===== src/rtl/game_flow_controller_if.sv =====
// Bundle between the frame-rate game sequencer and its collision/input sources and entity sinks.
// The controller takes the slave view.
interface game_flow_controller_if;
    logic       frame_end;
    logic       attack;
    logic       player_dragon_collision;
    logic       sword_dragon_collision;
    logic       sheep_dragon_collision;
    logic [1:0] game_state;
    logic [1:0] player_lives;
    logic [7:0] score;
    logic [2:0] dragon_length;
    logic [1:0] length_update;
    logic       game_reset;
    logic       player_visible;
    logic       game_won;

    modport master (
        output frame_end, attack, player_dragon_collision, sword_dragon_collision,
               sheep_dragon_collision,
        input  game_state, player_lives, score, dragon_length, length_update, game_reset,
               player_visible, game_won
    );

    modport slave (
        input  frame_end, attack, player_dragon_collision, sword_dragon_collision,
               sheep_dragon_collision,
        output game_state, player_lives, score, dragon_length, length_update, game_reset,
               player_visible, game_won
    );
endinterface


===== src/rtl/game_flow_controller.sv =====
// Frame-rate game sequencer: title/play/hit/game-over flow, lives, score and dragon length.
// All state advances only on frame_end; length_update and game_reset are one-cycle pulses.
module game_flow_controller #(
    parameter int unsigned START_LIVES   = 3,
    parameter int unsigned INVULN_FRAMES = 60,
    parameter int unsigned GROW_INTERVAL = 600,
    parameter int unsigned START_LENGTH  = 1
) (
    input logic                   clk,
    input logic                   rst_n,
    game_flow_controller_if.slave bus
);

    localparam logic [1:0] StIdle = 2'b00;
    localparam logic [1:0] StPlay = 2'b01;
    localparam logic [1:0] StHit  = 2'b10;
    localparam logic [1:0] StOver = 2'b11;

    localparam logic [1:0] UpdNone   = 2'b00;
    localparam logic [1:0] UpdGrow   = 2'b01;
    localparam logic [1:0] UpdShrink = 2'b10;

    localparam logic [1:0] LivesInit  = 2'(START_LIVES);
    localparam logic [2:0] LengthInit = 3'(START_LENGTH);
    localparam logic [7:0] InvulnInit = 8'(INVULN_FRAMES);
    localparam logic [9:0] GrowLast   = 10'(GROW_INTERVAL - 1);

    logic [1:0] state_q, state_d;
    logic [1:0] lives_q, lives_d;
    logic [7:0] score_q, score_d;
    logic [2:0] length_q, length_d;
    logic       won_q, won_d;
    logic [7:0] invuln_q, invuln_d;
    logic [9:0] grow_cnt_q, grow_cnt_d;
    logic       attack_prev_q, attack_prev_d;
    logic [1:0] length_update_q, length_update_d;
    logic       game_reset_q, game_reset_d;

    logic atk_rise;
    logic active;
    logic grow_req;
    logic shrink_req;
    logic win;

    always_comb begin
        state_d         = state_q;
        lives_d         = lives_q;
        score_d         = score_q;
        length_d        = length_q;
        won_d           = won_q;
        invuln_d        = invuln_q;
        grow_cnt_d      = grow_cnt_q;
        attack_prev_d   = attack_prev_q;
        length_update_d = UpdNone;
        game_reset_d    = 1'b0;
        atk_rise        = bus.attack & ~attack_prev_q;
        active          = (state_q == StPlay) || (state_q == StHit);
        grow_req        = 1'b0;
        shrink_req      = 1'b0;
        win             = 1'b0;

        if (bus.frame_end) begin
            attack_prev_d = bus.attack;

            // Dragon growth/shrink bookkeeping shared by PLAY and HIT.
            if (active) begin
                if (grow_cnt_q == GrowLast) begin
                    grow_req   = 1'b1;
                    grow_cnt_d = '0;
                end else begin
                    grow_cnt_d = grow_cnt_q + 10'd1;
                end
                if (bus.sheep_dragon_collision) begin
                    grow_req = 1'b1;
                end
                if (bus.sword_dragon_collision) begin
                    shrink_req = 1'b1;
                    if (score_q != 8'hff) begin
                        score_d = score_q + 8'd1;
                    end
                end
                if (grow_req && !shrink_req && (length_q != 3'd7)) begin
                    length_update_d = UpdGrow;
                    length_d        = length_q + 3'd1;
                end else if (shrink_req && !grow_req) begin
                    if (length_q == 3'd1) begin
                        win = 1'b1;
                    end else begin
                        length_update_d = UpdShrink;
                        length_d        = length_q - 3'd1;
                    end
                end
            end

            unique case (state_q)
                StIdle: begin
                    if (atk_rise) begin
                        state_d      = StPlay;
                        game_reset_d = 1'b1;
                        lives_d      = LivesInit;
                        score_d      = '0;
                        length_d     = LengthInit;
                        won_d        = 1'b0;
                        grow_cnt_d   = '0;
                    end
                end
                StPlay: begin
                    // A win outranks a simultaneous player hit; lives stay intact.
                    if (win) begin
                        state_d = StOver;
                        won_d   = 1'b1;
                    end else if (bus.player_dragon_collision) begin
                        if (lives_q <= 2'd1) begin
                            state_d = StOver;
                            lives_d = 2'd0;
                        end else begin
                            state_d  = StHit;
                            lives_d  = lives_q - 2'd1;
                            invuln_d = InvulnInit;
                        end
                    end
                end
                StHit: begin
                    if (win) begin
                        state_d  = StOver;
                        won_d    = 1'b1;
                        invuln_d = '0;
                    end else if (invuln_q <= 8'd1) begin
                        state_d  = StPlay;
                        invuln_d = '0;
                    end else begin
                        invuln_d = invuln_q - 8'd1;
                    end
                end
                StOver: begin
                    if (atk_rise) begin
                        state_d = StIdle;
                    end
                end
            endcase
        end
    end

    always_ff @(posedge clk) begin
        if (!rst_n) begin
            state_q         <= StIdle;
            lives_q         <= LivesInit;
            score_q         <= '0;
            length_q        <= LengthInit;
            won_q           <= 1'b0;
            invuln_q        <= '0;
            grow_cnt_q      <= '0;
            attack_prev_q   <= 1'b0;
            length_update_q <= UpdNone;
            game_reset_q    <= 1'b0;
        end else begin
            state_q         <= state_d;
            lives_q         <= lives_d;
            score_q         <= score_d;
            length_q        <= length_d;
            won_q           <= won_d;
            invuln_q        <= invuln_d;
            grow_cnt_q      <= grow_cnt_d;
            attack_prev_q   <= attack_prev_d;
            length_update_q <= length_update_d;
            game_reset_q    <= game_reset_d;
        end
    end

    assign bus.game_state     = state_q;
    assign bus.player_lives   = lives_q;
    assign bus.score          = score_q;
    assign bus.dragon_length  = length_q;
    assign bus.length_update  = length_update_q;
    assign bus.game_reset     = game_reset_q;
    // Blink the player sprite from the invulnerability countdown while hit.
    assign bus.player_visible = (state_q == StHit) ? invuln_q[3] : 1'b1;
    assign bus.game_won       = won_q;

endmodule

===== src/flat_wrapper.sv =====
// flat-port wrapper written by rule: the top's interface ports become plain ports
module game_flow_controller_flat 
#(
    parameter int unsigned START_LIVES   = 3,
    parameter int unsigned INVULN_FRAMES = 60,
    parameter int unsigned GROW_INTERVAL = 600,
    parameter int unsigned START_LENGTH  = 1
)
  (clk, rst_n, bus_frame_end, bus_attack, bus_player_dragon_collision, bus_sword_dragon_collision, bus_sheep_dragon_collision, bus_game_state, bus_player_lives, bus_score, bus_dragon_length, bus_length_update, bus_game_reset, bus_player_visible, bus_game_won);
  game_flow_controller_if bus_i ();
  input logic clk;
  input logic rst_n;
  input wire logic [$bits(bus_i.frame_end)-1:0] bus_frame_end;
  input wire logic [$bits(bus_i.attack)-1:0] bus_attack;
  input wire logic [$bits(bus_i.player_dragon_collision)-1:0] bus_player_dragon_collision;
  input wire logic [$bits(bus_i.sword_dragon_collision)-1:0] bus_sword_dragon_collision;
  input wire logic [$bits(bus_i.sheep_dragon_collision)-1:0] bus_sheep_dragon_collision;
  output wire logic [$bits(bus_i.game_state)-1:0] bus_game_state;
  output wire logic [$bits(bus_i.player_lives)-1:0] bus_player_lives;
  output wire logic [$bits(bus_i.score)-1:0] bus_score;
  output wire logic [$bits(bus_i.dragon_length)-1:0] bus_dragon_length;
  output wire logic [$bits(bus_i.length_update)-1:0] bus_length_update;
  output wire logic [$bits(bus_i.game_reset)-1:0] bus_game_reset;
  output wire logic [$bits(bus_i.player_visible)-1:0] bus_player_visible;
  output wire logic [$bits(bus_i.game_won)-1:0] bus_game_won;
  assign bus_i.frame_end = bus_frame_end;
  assign bus_i.attack = bus_attack;
  assign bus_i.player_dragon_collision = bus_player_dragon_collision;
  assign bus_i.sword_dragon_collision = bus_sword_dragon_collision;
  assign bus_i.sheep_dragon_collision = bus_sheep_dragon_collision;
  assign bus_game_state = bus_i.game_state;
  assign bus_player_lives = bus_i.player_lives;
  assign bus_score = bus_i.score;
  assign bus_dragon_length = bus_i.dragon_length;
  assign bus_length_update = bus_i.length_update;
  assign bus_game_reset = bus_i.game_reset;
  assign bus_player_visible = bus_i.player_visible;
  assign bus_game_won = bus_i.game_won;
  game_flow_controller #(.START_LIVES(START_LIVES), .INVULN_FRAMES(INVULN_FRAMES), .GROW_INTERVAL(GROW_INTERVAL), .START_LENGTH(START_LENGTH)) u_core (.clk(clk), .rst_n(rst_n), .bus(bus_i));
endmodule

===== config.mk =====
export PLATFORM = sky130hd
export DESIGN_NAME = game_flow_controller_flat
export DESIGN_NICKNAME = d
export VERILOG_FILES = /design/src/rtl/game_flow_controller_if.sv /design/src/rtl/game_flow_controller.sv /design/src/flat_wrapper.sv
export SDC_FILE = /design/constraint.sdc
export NUM_CORES = 1
export LEC_CHECK = 0
export CORE_ASPECT_RATIO = 1.1
export CORE_MARGIN = 2
export CORE_UTILIZATION = 30
export CTS_CLUSTER_SIZE = 40
export DETAILED_ROUTE_END_ITERATION = 8
export PLACE_DENSITY = 0.53
export SYNTH_ARGS = -nofsm -noshare
export SYNTH_HDL_FRONTEND = slang
export SYNTH_SLANG_ARGS = --single-unit

===== constraint.sdc =====
create_clock -name clk -period 3.8 [get_ports clk]
set_input_delay 0.76 -clock clk [delete_from_list [all_inputs] [get_ports clk]]
set_output_delay 0.76 -clock clk [all_outputs]
set_load 0.02 [all_outputs]

==> impl_metrics.py, run 1 <==
metrics = {
    "floorplanning": {
        "fp.dieArea_um2": 8056,
        "core.rowCount": 32,
        "floorplan.initialDensity_pct": 31.13,
        "die_w_um": 85.76,
        "io-pin-count": 27,
        "floorplan.die.height_um": 93.94,
        "coreArea_um2": 7087,
    },
    "pwr": {
        "power.share.combinational_pct": 20.1,
        "leakage_power_uw": 0.0009344,
        "vdd_drop_max_v": 0.0001614,
        "power.internal_uw": 599.9,
        "clkPwrFrac_pct": 30.5,
        "netSwitchingPower_uw": 256.7,
        "pwr_density_cell_nw_per_um2": 327.1,
        "p_sw_share_pct": 29.96,
        "power.share.sequential_pct": 49.4,
    },
    "synthesis": {
        "ys.warnings.count": 0,
        "synth.ff_latch_count": 38,
        "syn-instance-count": 262,
        "number_of_enable_flip_flop_cells_after_synthesis": 0,
        "asyncSetResetFlopFracSynth_pct": 0,
        "post_synth.cell_area_avg_um2": 8.419,
        "mappedNetlistNets": 281,
        "postSynth.topFlopCell": "sky130_fd_sc_hd__dfxtp_1",
        "mappedNetlistArea_um2": 2206,
        "netlist-cell-type-count": 53,
        "synth_seq_area_share_pct": 34.49,
    },
    "placement": {
        "numPlacedInstances": 365,
        "place.gp.congestion": 0.7945,
        "port-buffer-count": 26,
        "place.detailed.hpwl_um": 3895,
    },
    "global_route": {
        "global_route.overflow_total": 0,
        "wire_length_of_the_first_global_routing_pass_um": 8783,
        "grt_antenna_before_repair": 0,
        "grt.total_usage_pct": 13.54,
        "maximum_number_of_pins_on_one_net_before_global_route_repair": 16,
        "first_global_vias": 1839,
    },
    "critical_path": {
        "timing_worst_setup_path_type": "flop to output pin",
        "crit_family": "buffers and inverters",
        "timing.critical_path.required_ps": 3040,
        "worstSetupStartpointType": "flop",
        "data_arrival_time_of_the_critical_path_ps": 1990,
        "max_stage_delay_ps": 600,
        "critical_path_peak_fanout": 11,
        "cp_cell_sequence": "inv_1 > ha_1 > nand2b_1 > clkdlybuf4s50_1",
        "worst-path-buf-inv": 2,
        "timing.critical_path.to_type": "output pin",
        "cpMaxStageDelayCell": "sky130_fd_sc_hd__clkdlybuf4s50_1",
    },
    "final_layout": {
        "fin_cells": 372,
        "design.final.nets": 306,
        "drive_above_1_share_pct": 4.530,
        "antenna-diode-count": 0,
        "syn_to_final_growth_pct": 18.72,
        "num-fill-cells": 717,
    },
    "routing": {
        "drt_first_iter_violations": 126,
        "wire_per_inst_um": 13.83,
        "detailed_route_vias_per_instance": 5.261,
        "remaining_antenna_violation_count": 0,
        "firstDrtPassIters": 6,
        "drc_violation_count_after_routing": 0,
        "vias": 1957,
        "routed_wirelength_um": 5145,
    },
    "sta": {
        "final_setup_tns_ps": 0,
        "maxClockFrequency_ghz": 0.3637,
        "post-route-min-period_ps": 2750,
        "timing.max_slew.rel_slack_pct": 59.06,
        "post-route-period-util_pct": 72.36,
        "timing.final.hold_violations": 0,
        "timing_worst_slew_pin_value_ps": 614.1,
        "setup_viol": 0,
        "unrepaired_setup_endpoints_after_global_routing": "false",
        "finalMaxSlewViolations": 0,
        "finalClockSkew_ps": 4.726,
    },
    "job": {
        "maxCapViolations": 0,
    },
    "outcome": {
        "run_status": "complete, no violations",
    },
    "clock_tree": {
        "cts_resized": 0,
        "cts-buffers-inserted": 5,
        "clock_sinks": 38,
        "worst_skew_pair.late_latency_ps": 280,
        "cts_tree": "yes",
        "cts.reportedPaths.clkPinSlew_ps": 70,
        "cts_htree_levels": 2,
        "cts.repair_timing.setup_buffer_count": 0,
        "holdBufCountCts": 0,
        "cts.root.buffer_cell": "sky130_fd_sc_hd__clkbuf_8",
        "max-clock-path-buffers": 2,
    },
    "min_path": {
        "hp-class": "flop to flop",
    },
}
## worst reg2reg max path: cells and delay by family (launching register included)
kind / cells / cell delay (ps)
AOI/OAI and AO/OA: 3 / 840
DFF: 1 / 450
and+or+nand+nor: 1 / 450
adders and majority gates: 1 / 380
buffers and inverters: 2 / 260
## state kept, by name (all words and copies together), names as in the netlist
register and cells:
u_core.attack_prev_q 1, u_core.bus.length_update 2, u_core.bus.player_lives 2, u_core.bus.game_state 2
u_core.bus.dragon_length 3, u_core.bus.game_won 1, u_core.invuln_q 8, u_core.bus.game_reset 1
u_core.bus.score 8, u_core.grow_cnt_q 10
## power by group through the flow
| stage | clock [uW] | combinational [uW] | sequential (uW) |
|---|---|---|---|
| 3_3_place_gp | 0 | 171 | 432 |
| 5_1_grt | 293 | 191 | 425 |
| 3_5_place_dp | 0 | 172 | 432 |
| 2_1_floorplan | 0 | 119 | 434 |
| 4_1_cts | 272 | 173 | 422 |
| 6_report | 262 | 172 | 423 |
## layer usage
| layer | GRT usage (%) | up-vias | part of all wire [%] |
|---|---|---|---|
| met3 | 2.988 | 6 | 3.1 |
| met2 | 20.31 | 26 | 44 |
| met4 | 5.423 | 0 | 1.7 |
| met1 | 18.74 | 907 | 51 |
| met5 | 0 | - | 0 |
| li1 | - | 1018 | - |
## cells by family (layout without fill, tap and decap cells)
family	after synthesis	in the layout	synth area share [%]
buf+inv	24	49	4.424
flops	38	38	34.49
compound gates	69	69	24.05
xor+xnor	12	12	4.765
simple gates	105	105	24.56
mux	2	2	0.9076
fa+ha+maj	12	12	6.806
## cells in the mapped netlist, types with 2 or more instances
cell type / number / area (um^2)
sky130_fd_sc_hd__a31oi_1: 2 / 12.51
sky130_fd_sc_hd__nand2_1: 17 / 63.81
sky130_fd_sc_hd__xnor2_1: 3 / 26.28
sky130_fd_sc_hd__nand3b_1: 2 / 15.01
sky130_fd_sc_hd__a211o_1: 2 / 17.52
sky130_fd_sc_hd__nand2b_1: 4 / 25.02
sky130_fd_sc_hd__and2_1: 3 / 18.77
sky130_fd_sc_hd__nor2b_1: 4 / 25.02
sky130_fd_sc_hd__and4_1: 2 / 17.52
sky130_fd_sc_hd__a21oi_1: 7 / 35.03
sky130_fd_sc_hd__nor2_1: 28 / 105.1
sky130_fd_sc_hd__nor3_1: 8 / 40.04
sky130_fd_sc_hd__o31ai_1: 10 / 75.07
sky130_fd_sc_hd__and3_1: 6 / 37.54
sky130_fd_sc_hd__nand4_1: 6 / 37.54
sky130_fd_sc_hd__nand3_1: 12 / 60.06
sky130_fd_sc_hd__or3_1: 4 / 25.02
sky130_fd_sc_hd__o2111ai_1: 3 / 26.28
sky130_fd_sc_hd__a311o_1: 2 / 20.02
sky130_fd_sc_hd__dfxtp_1: 38 / 760.7
sky130_fd_sc_hd__clkbuf_1: 9 / 33.78
sky130_fd_sc_hd__o41ai_1: 2 / 17.52
sky130_fd_sc_hd__o21ai_1: 7 / 35.03
sky130_fd_sc_hd__xor2_1: 9 / 78.83
sky130_fd_sc_hd__inv_1: 14 / 52.55
sky130_fd_sc_hd__mux2i_1: 2 / 20.02
sky130_fd_sc_hd__ha_1: 12 / 150.1
sky130_fd_sc_hd__o21ai_0: 12 / 60.06
sky130_fd_sc_hd__nor4_1: 4 / 25.02
sky130_fd_sc_hd__a32o_1: 5 / 50.05
## cell type report
| cell class | instances | area (um^2) | area share [%] |
|---|---|---|---|
| repair buffers | 28 | 275.3 | 10.51 |
| inverters | 14 | 52.55 | 2.007 |
| well taps | 85 | 106.4 | 4.061 |
| multi-input cells | 200 | 1348 | 51.46 |
| flip-flops and latches | 38 | 760.7 | 29.05 |
| clock buffers | 7 | 76.32 | 2.914 |
## through the flow
step / hold WS (ps) / utilization, % / worst slack (ps) / power, uW / instance area, um^2
global route: 512.4 / 36.95 / 924.6 / 909.1 / 2619
CTS: 496.6 / 36.95 / 1018 / 867.4 / 2619
detailed placement: 485.7 / 35.88 / 815.6 / 603.2 / 2542
floorplan: 472.4 / - / 1429 / 552.6 / 2206
global placement: 494.8 / 35.88 / 825.5 / 603.4 / 2542
finish: 493.5 / 36.95 / 1050 / 856.6 / 2619
## cells in the final DEF, fill, tap and decap left out, drive strengths merged, types with 2 or more instances in the layout
cell type      Yosys  routed
nand3             12      12
o21ai             19      19
mux2i              2       2
nor4               4       4
a31oi              3       3
nor3               8       8
nor2b              4       4
a32o               5       5
and2               3       3
nand2             17      17
clkdlybuf4s50      0      26
a211o              2       2
nor2              28      28
o41ai              2       2
and3               6       6
xnor2              3       3
clkbuf             9       7
a311o              2       2
and4               2       2
nand2b             4       4
ha                12      12
buf                1       2
o2111ai            3       3
or3                4       4
inv               14      14
o31ai             10      10
nand3b             2       2
xor2               9       9
nand4              6       6
dfxtp             38      38
a21oi              7       7
## path summary, 6_finish.rpt
path / slack (ps) / depth (start not counted) / endpoint / startpoint
worst max-delay path: 1050 / 4 / bus_player_visible / u_core.bus.game_state[0]
worst max register to register: 1310 / 7 / u_core.invuln_q[3] / u_core.bus.game_state[0]
worst min register to register: 490 / 1 / u_core.bus.player_lives[0] / u_core.bus.player_lives[0]
worst min-delay path: 490 / 1 / u_core.bus.player_lives[0] / u_core.bus.player_lives[0]
Note: power is estimated with default switching activity, not from simulation.
==> run 2: changes to the inputs <==
==> constraint.sdc (replaced) <==
create_clock -name clk -period 2.7 [get_ports clk]
set_input_delay 0.54 -clock clk [delete_from_list [all_inputs] [get_ports clk]]
set_output_delay 0.54 -clock clk [all_outputs]
set_load 0.02 [all_outputs]
==> run 2 against run 1 <==
Compared with the run above: utilization grew 0.83 points; critical path type unchanged; total power grew 45%; clock power grew 51%; the run now ends with design-rule violations left; largest cell class unchanged; clock skew grew 3.8 ps; setup slack lost 730 ps.
==> impl_metrics.py, run 2 (same netlist as run 1, synthesis figures left out) <==
metrics = {
    "sta": {
        "timing.final.hold_violations": 0,
        "unrepaired_setup_endpoints_after_global_routing": "false",
        "timing_worst_slew_pin_value_ps": 560.3,
        "setup_viol": 0,
        "timing.max_slew.rel_slack_pct": 62.53,
        "maxClockFrequency_ghz": 0.4209,
        "finalClockSkew_ps": 8.544,
        "post-route-period-util_pct": 87.99,
        "finalMaxSlewViolations": 0,
        "post-route-min-period_ps": 2376,
        "final_setup_tns_ps": 0,
    },
    "global_route": {
        "global_route.overflow_total": 0,
        "maximum_number_of_pins_on_one_net_before_global_route_repair": 15,
        "first_global_vias": 1881,
        "grt_antenna_before_repair": 0,
        "wire_length_of_the_first_global_routing_pass_um": 8700,
        "grt.total_usage_pct": 13.44,
    },
    "routing": {
        "wire_per_inst_um": 13.72,
        "drc_violation_count_after_routing": 2,
        "vias": 2036,
        "detailed_route_vias_per_instance": 5.386,
        "routed_wirelength_um": 5188,
        "drt_first_iter_violations": 112,
        "remaining_antenna_violation_count": 0,
        "firstDrtPassIters": 7,
    },
    "clock_tree": {
        "cts.reportedPaths.clkPinSlew_ps": 70,
        "clock_sinks": 38,
        "cts_htree_levels": 2,
        "cts-buffers-inserted": 5,
        "cts_resized": 0,
        "cts.root.buffer_cell": "sky130_fd_sc_hd__clkbuf_8",
        "worst_skew_pair.late_latency_ps": 290,
        "cts_tree": "yes",
        "max-clock-path-buffers": 2,
        "cts.repair_timing.setup_buffer_count": 0,
        "holdBufCountCts": 0,
    },
    "floorplanning": {
        "coreArea_um2": 7087,
        "io-pin-count": 27,
        "floorplan.initialDensity_pct": 31.13,
        "floorplan.die.height_um": 93.94,
        "fp.dieArea_um2": 8056,
        "core.rowCount": 32,
        "die_w_um": 85.76,
    },
    "pwr": {
        "p_sw_share_pct": 29.59,
        "leakage_power_uw": 0.0009748,
        "vdd_drop_max_v": 0.0002351,
        "pwr_density_cell_nw_per_um2": 464.1,
        "power.internal_uw": 875.0,
        "netSwitchingPower_uw": 367.8,
        "total_power_uw": 1243,
        "clkPwrFrac_pct": 31.8,
        "power.share.sequential_pct": 47.8,
        "power.share.combinational_pct": 20.3,
    },
    "min_path": {
        "hp-class": "flop to flop",
    },
    "critical_path": {
        "critical_path_peak_fanout": 6,
        "crit_family": "buffers and inverters",
        "timing.critical_path.required_ps": 2160,
        "cpMaxStageDelayCell": "sky130_fd_sc_hd__clkdlybuf4s50_1",
        "cp_cell_sequence": "inv_1 > ha_1 > nand2b_1 > clkdlybuf4s50_1",
        "worst-path-buf-inv": 2,
        "worstSetupStartpointType": "flop",
        "timing_worst_setup_path_type": "flop to output pin",
        "data_arrival_time_of_the_critical_path_ps": 1840,
        "max_stage_delay_ps": 600,
        "timing.critical_path.to_type": "output pin",
    },
    "placement": {
        "port-buffer-count": 26,
        "place.gp.congestion": 0.8448,
        "place.detailed.hpwl_um": 3922,
    },
    "final_layout": {
        "final_util_pct": 37.78,
        "antenna-diode-count": 0,
        "layout.cells.most_common_list": "sky130_fd_sc_hd__dfxtp_1, sky130_fd_sc_hd__nor2_1, sky130_fd_sc_hd__clkdlybuf4s50_1",
        "num-fill-cells": 741,
        "max_flop_register": "u_core.grow_cnt_q",
        "layout_commonest_cell": "sky130_fd_sc_hd__dfxtp_1",
        "syn_to_final_growth_pct": 21.38,
        "drive_above_1_share_pct": 7.167,
        "largest_register_ff_count": 10,
        "design.final.nets": 313,
    },
    "outcome": {
        "run_status": "complete, but fails checks",
        "failing_checks": "design-rule violations",
    },
    "job": {
        "maxCapViolations": 0,
    },
}
==> run 2: cell count changes in the layout (fill, tap and decap cells not counted), sizes merged <==
cell,before,now
buf,2,9
clkbuf,7,6
==> run 2: power groups by stage <==
stage / Combinational, uW / Clock [uW] / Sequential [uW]
2_1_floorplan: 167 / 0 / 611
3_3_place_gp: 254 / 0 / 607
3_5_place_dp: 253 / 0 / 607
4_1_cts: 254 / 413 / 594
5_1_grt: 283 / 438 / 597
6_report: 253 / 396 / 594
==> run 2: worst reg2reg max path, delay by kind of cell (launching register included) <==
| kind | cells | cell delay, ps |
|---|---|---|
| compound gates | 2 | 740 |
| flops | 1 | 450 |
| fa+ha+maj | 1 | 400 |
| simple gates | 2 | 390 |
| buf+inv | 2 | 220 |
==> run 2: path summary, 6_finish.rpt <==
kind,start,end,slack (ps),cells past startpoint
worst max register to register,u_core.bus.game_state[0],u_core.invuln_q[6],380,7
worst min register to register,u_core.bus.player_lives[0],u_core.bus.player_lives[0],510,1
worst min-delay path,u_core.bus.player_lives[0],u_core.bus.player_lives[0],510,1
worst max-delay path,u_core.bus.game_state[0],bus_player_visible,320,4
==> run 2: cell type report <==
class / instances / area [um^2] / area share [%]
Tap cell: 85 / 106.4 / 3.972
Multi-Input combinational cell: 200 / 1348 / 50.33
Inverter: 14 / 52.55 / 1.963
Clock buffer: 6 / 82.58 / 3.084
Timing Repair Buffer: 35 / 327.8 / 12.24
Sequential cell: 38 / 760.7 / 28.41
==> run 2: routing by layer <==
layer / track usage [%] / routed length (um) / up-vias
li1: - / - / 1034
met1: 17.71 / 2530 / 953
met2: 21.35 / 2334 / 43
met3: 3.339 / 255 / 6
met4: 4.630 / 68 / 0
met5: 0 / 0 / -
==> run 2: stage by stage <==
step	cells	setup WS, ps	cell area, um^2	hold slack, ps
after floorplan	262	329.5	2206	472.4
after global placement	372	297.0	2595	490.9
after detailed placement	372	326.2	2595	497.6
after CTS	378	293.9	2678	509.1
after global routing	378	215.8	2678	542.8
final	378	324.2	2678	505.9
==> run 3: changes to the inputs <==
--- a/config.mk
+++ b/config.mk
@@ -10,6 +10,7 @@
 export CORE_UTILIZATION = 30
 export CTS_CLUSTER_SIZE = 40
 export DETAILED_ROUTE_END_ITERATION = 8
+export MAX_ROUTING_LAYER = met4
 export PLACE_DENSITY = 0.53
 export SYNTH_ARGS = -nofsm -noshare
 export SYNTH_HDL_FRONTEND = slang
==> run 3 against run 2 <==
Compared with the run above: the run still ends with design-rule violations left; wire length rose by 0.19%; clock skew barely moved; sequential share of layout area did not move; global-route usage rose by 0.36 points; combinational power barely moved; clock power barely moved; setup slack barely moved; critical endpoint unchanged; largest power group unchanged; highest routed layer unchanged.
==> impl_metrics.py, run 3 (same netlist as run 1, synthesis figures left out) <==
metrics = {
    "critical_path": {
        "timing_worst_setup_path_type": "flop to output pin",
        "critical_path.startpoint": "u_core.bus.game_state[0]",
        "critical_path_peak_fanout": 6,
        "worst-r2r-cell-count": 7,
        "reg2reg_to": "u_core.invuln_q[6]",
        "timing.critical_path.to_type": "output pin",
        "timing.critical_path.required_ps": 2160,
        "origin_of_the_critical_flop_to_flop_path": "u_core.bus.game_state[0]",
        "reg_to_reg_setup_timing_slack_ps": 380,
        "data_arrival_time_of_the_critical_path_ps": 1840,
        "critPathCapture": "bus_player_visible",
        "worstSetupStartpointType": "flop",
    },
    "final_layout": {
        "syn_to_final_growth_pct": 21.38,
        "antenna-diode-count": 0,
        "drive_above_1_share_pct": 7.167,
        "design.final.nets": 313,
        "layout.cells.most_common_list": "sky130_fd_sc_hd__dfxtp_1, sky130_fd_sc_hd__nor2_1, sky130_fd_sc_hd__clkdlybuf4s50_1",
        "final_util_pct": 37.78,
        "max_flop_register": "u_core.grow_cnt_q",
        "layout_commonest_cell": "sky130_fd_sc_hd__dfxtp_1",
        "largest_register_ff_count": 10,
        "seq_area_um2": 760.7,
        "fin_cells": 378,
        "area_occupied_by_multi_input_gates_um2": 1348,
        "num-fill-cells": 741,
    },
    "global_route": {
        "grt.total_usage_pct": 13.80,
        "grt_antenna_before_repair": 0,
        "wire_length_of_the_first_global_routing_pass_um": 8700,
        "global_route.overflow_total": 0,
        "first_global_vias": 1885,
        "maximum_number_of_pins_on_one_net_before_global_route_repair": 15,
    },
    "clock_tree": {
        "cts.reportedPaths.clkPinSlew_ps": 70,
        "cts-buffers-inserted": 5,
        "max-clock-path-buffers": 2,
        "clock_sinks": 38,
        "cts_resized": 0,
        "cts.root.buffer_cell": "sky130_fd_sc_hd__clkbuf_8",
        "cts_tree": "yes",
        "holdBufCountCts": 0,
        "cts.repair_timing.setup_buffer_count": 0,
        "worst_skew_pair.late_latency_ps": 290,
        "cts_htree_levels": 2,
    },
    "job": {
        "maxCapViolations": 0,
    },
    "sta": {
        "timing.hold.ws_ps": 505.8,
        "finalClockSkew_ps": 8.400,
        "timing.max_slew.rel_slack_pct": 60.21,
        "maxClockFrequency_ghz": 0.4208,
        "post-route-min-period_ps": 2376,
        "finalMaxSlewViolations": 0,
        "timing_worst_slew_pin_value_ps": 595.0,
        "timing.final.hold_violations": 0,
        "final_setup_tns_ps": 0,
        "post-route-period-util_pct": 88.01,
        "unrepaired_setup_endpoints_after_global_routing": "false",
        "setup_viol": 0,
    },
    "outcome": {
        "run_status": "complete, but fails checks",
        "failing_checks": "design-rule violations",
    },
    "floorplanning": {
        "die_w_um": 85.76,
        "coreArea_um2": 7087,
        "fp.dieArea_um2": 8056,
        "core.rowCount": 32,
        "floorplan.die.height_um": 93.94,
        "floorplan.initialDensity_pct": 31.13,
        "io-pin-count": 27,
    },
    "min_path": {
        "hp-class": "flop to flop",
    },
    "placement": {
        "place.detailed.hpwl_um": 3922,
        "port-buffer-count": 26,
        "numPlacedInstances": 372,
        "place.gp.congestion": 0.8581,
    },
    "routing": {
        "firstDrtPassIters": 6,
        "wire_per_inst_um": 13.75,
        "drc_violation_count_after_routing": 2,
        "detailed_route_vias_per_instance": 5.360,
        "vias": 2026,
        "routed_wirelength_um": 5198,
        "drt_first_iter_violations": 110,
        "remaining_antenna_violation_count": 0,
    },
    "pwr": {
        "vdd_drop_max_v": 0.0002348,
        "total_power_uw": 1242,
        "leakage_power_uw": 0.0009748,
        "pwr_density_cell_nw_per_um2": 463.9,
    },
}
run 3: cell counts in the layout (fill, tap and decap cells not counted):
Identical to the previous run, type by type.
run 3: worst max-delay path, cell delays in order (launching register included):
cell                              delay, ps
sky130_fd_sc_hd__dfxtp_1                450
sky130_fd_sc_hd__inv_1                  130
sky130_fd_sc_hd__ha_1                   280
sky130_fd_sc_hd__nand2b_1                90
sky130_fd_sc_hd__clkdlybuf4s50_1        600
run 3: worst min-delay path by stage:
stage	from	end	slack [ps]	cells after the start
CTS	u_core.bus.player_lives[0]	u_core.bus.player_lives[0]	510	1
floorplan	u_core.invuln_q[1]	u_core.invuln_q[1]	470	2
detailed placement	u_core.bus.player_lives[0]	u_core.bus.player_lives[0]	500	1
finish	u_core.bus.player_lives[0]	u_core.bus.player_lives[0]	510	1
global route	u_core.bus.player_lives[0]	u_core.bus.player_lives[0]	540	1
global placement	u_core.bus.player_lives[0]	u_core.bus.player_lives[0]	490	1
run 3: stage by stage:
step / setup slack [ps] / instance area (um^2)
after CTS: 293.9 / 2678
after global placement: 297.0 / 2595
final: 323.8 / 2678
after floorplan: 329.5 / 2206
after detailed placement: 326.2 / 2595
after global routing: 215.8 / 2678
run 3: cell type report:
| cell class | instances | share of cell area [%] |
|---|---|---|
| timing repair buffer | 35 | 12.24 |
| multi-input combinational | 200 | 50.33 |
| clock buffer | 6 | 3.084 |
| tap | 85 | 3.972 |
| sequential | 38 | 28.41 |
| inverter | 14 | 1.963 |
run 3: metal layers:
layer	part of all wire, %	wire, um	vias to the layer above	global-route usage (%)
met2	45	2318	31	21.35
met3	3.3	174	7	3.163
met5	0	0	-	-
met1	51	2634	954	17.81
met4	1.3	70	0	4.630
li1	-	-	1034	-
run 3: report_power, final:
part / total, uW / internal, uW / switching, uW / leakage, uW
combinational: 253 / 102 / 150 / 0.000625
clock: 395 / 197 / 198 / 0.0000431
sequential: 594 / 575 / 19.2 / 0.000307
total: 1240 / 875 / 367 / 0.000975
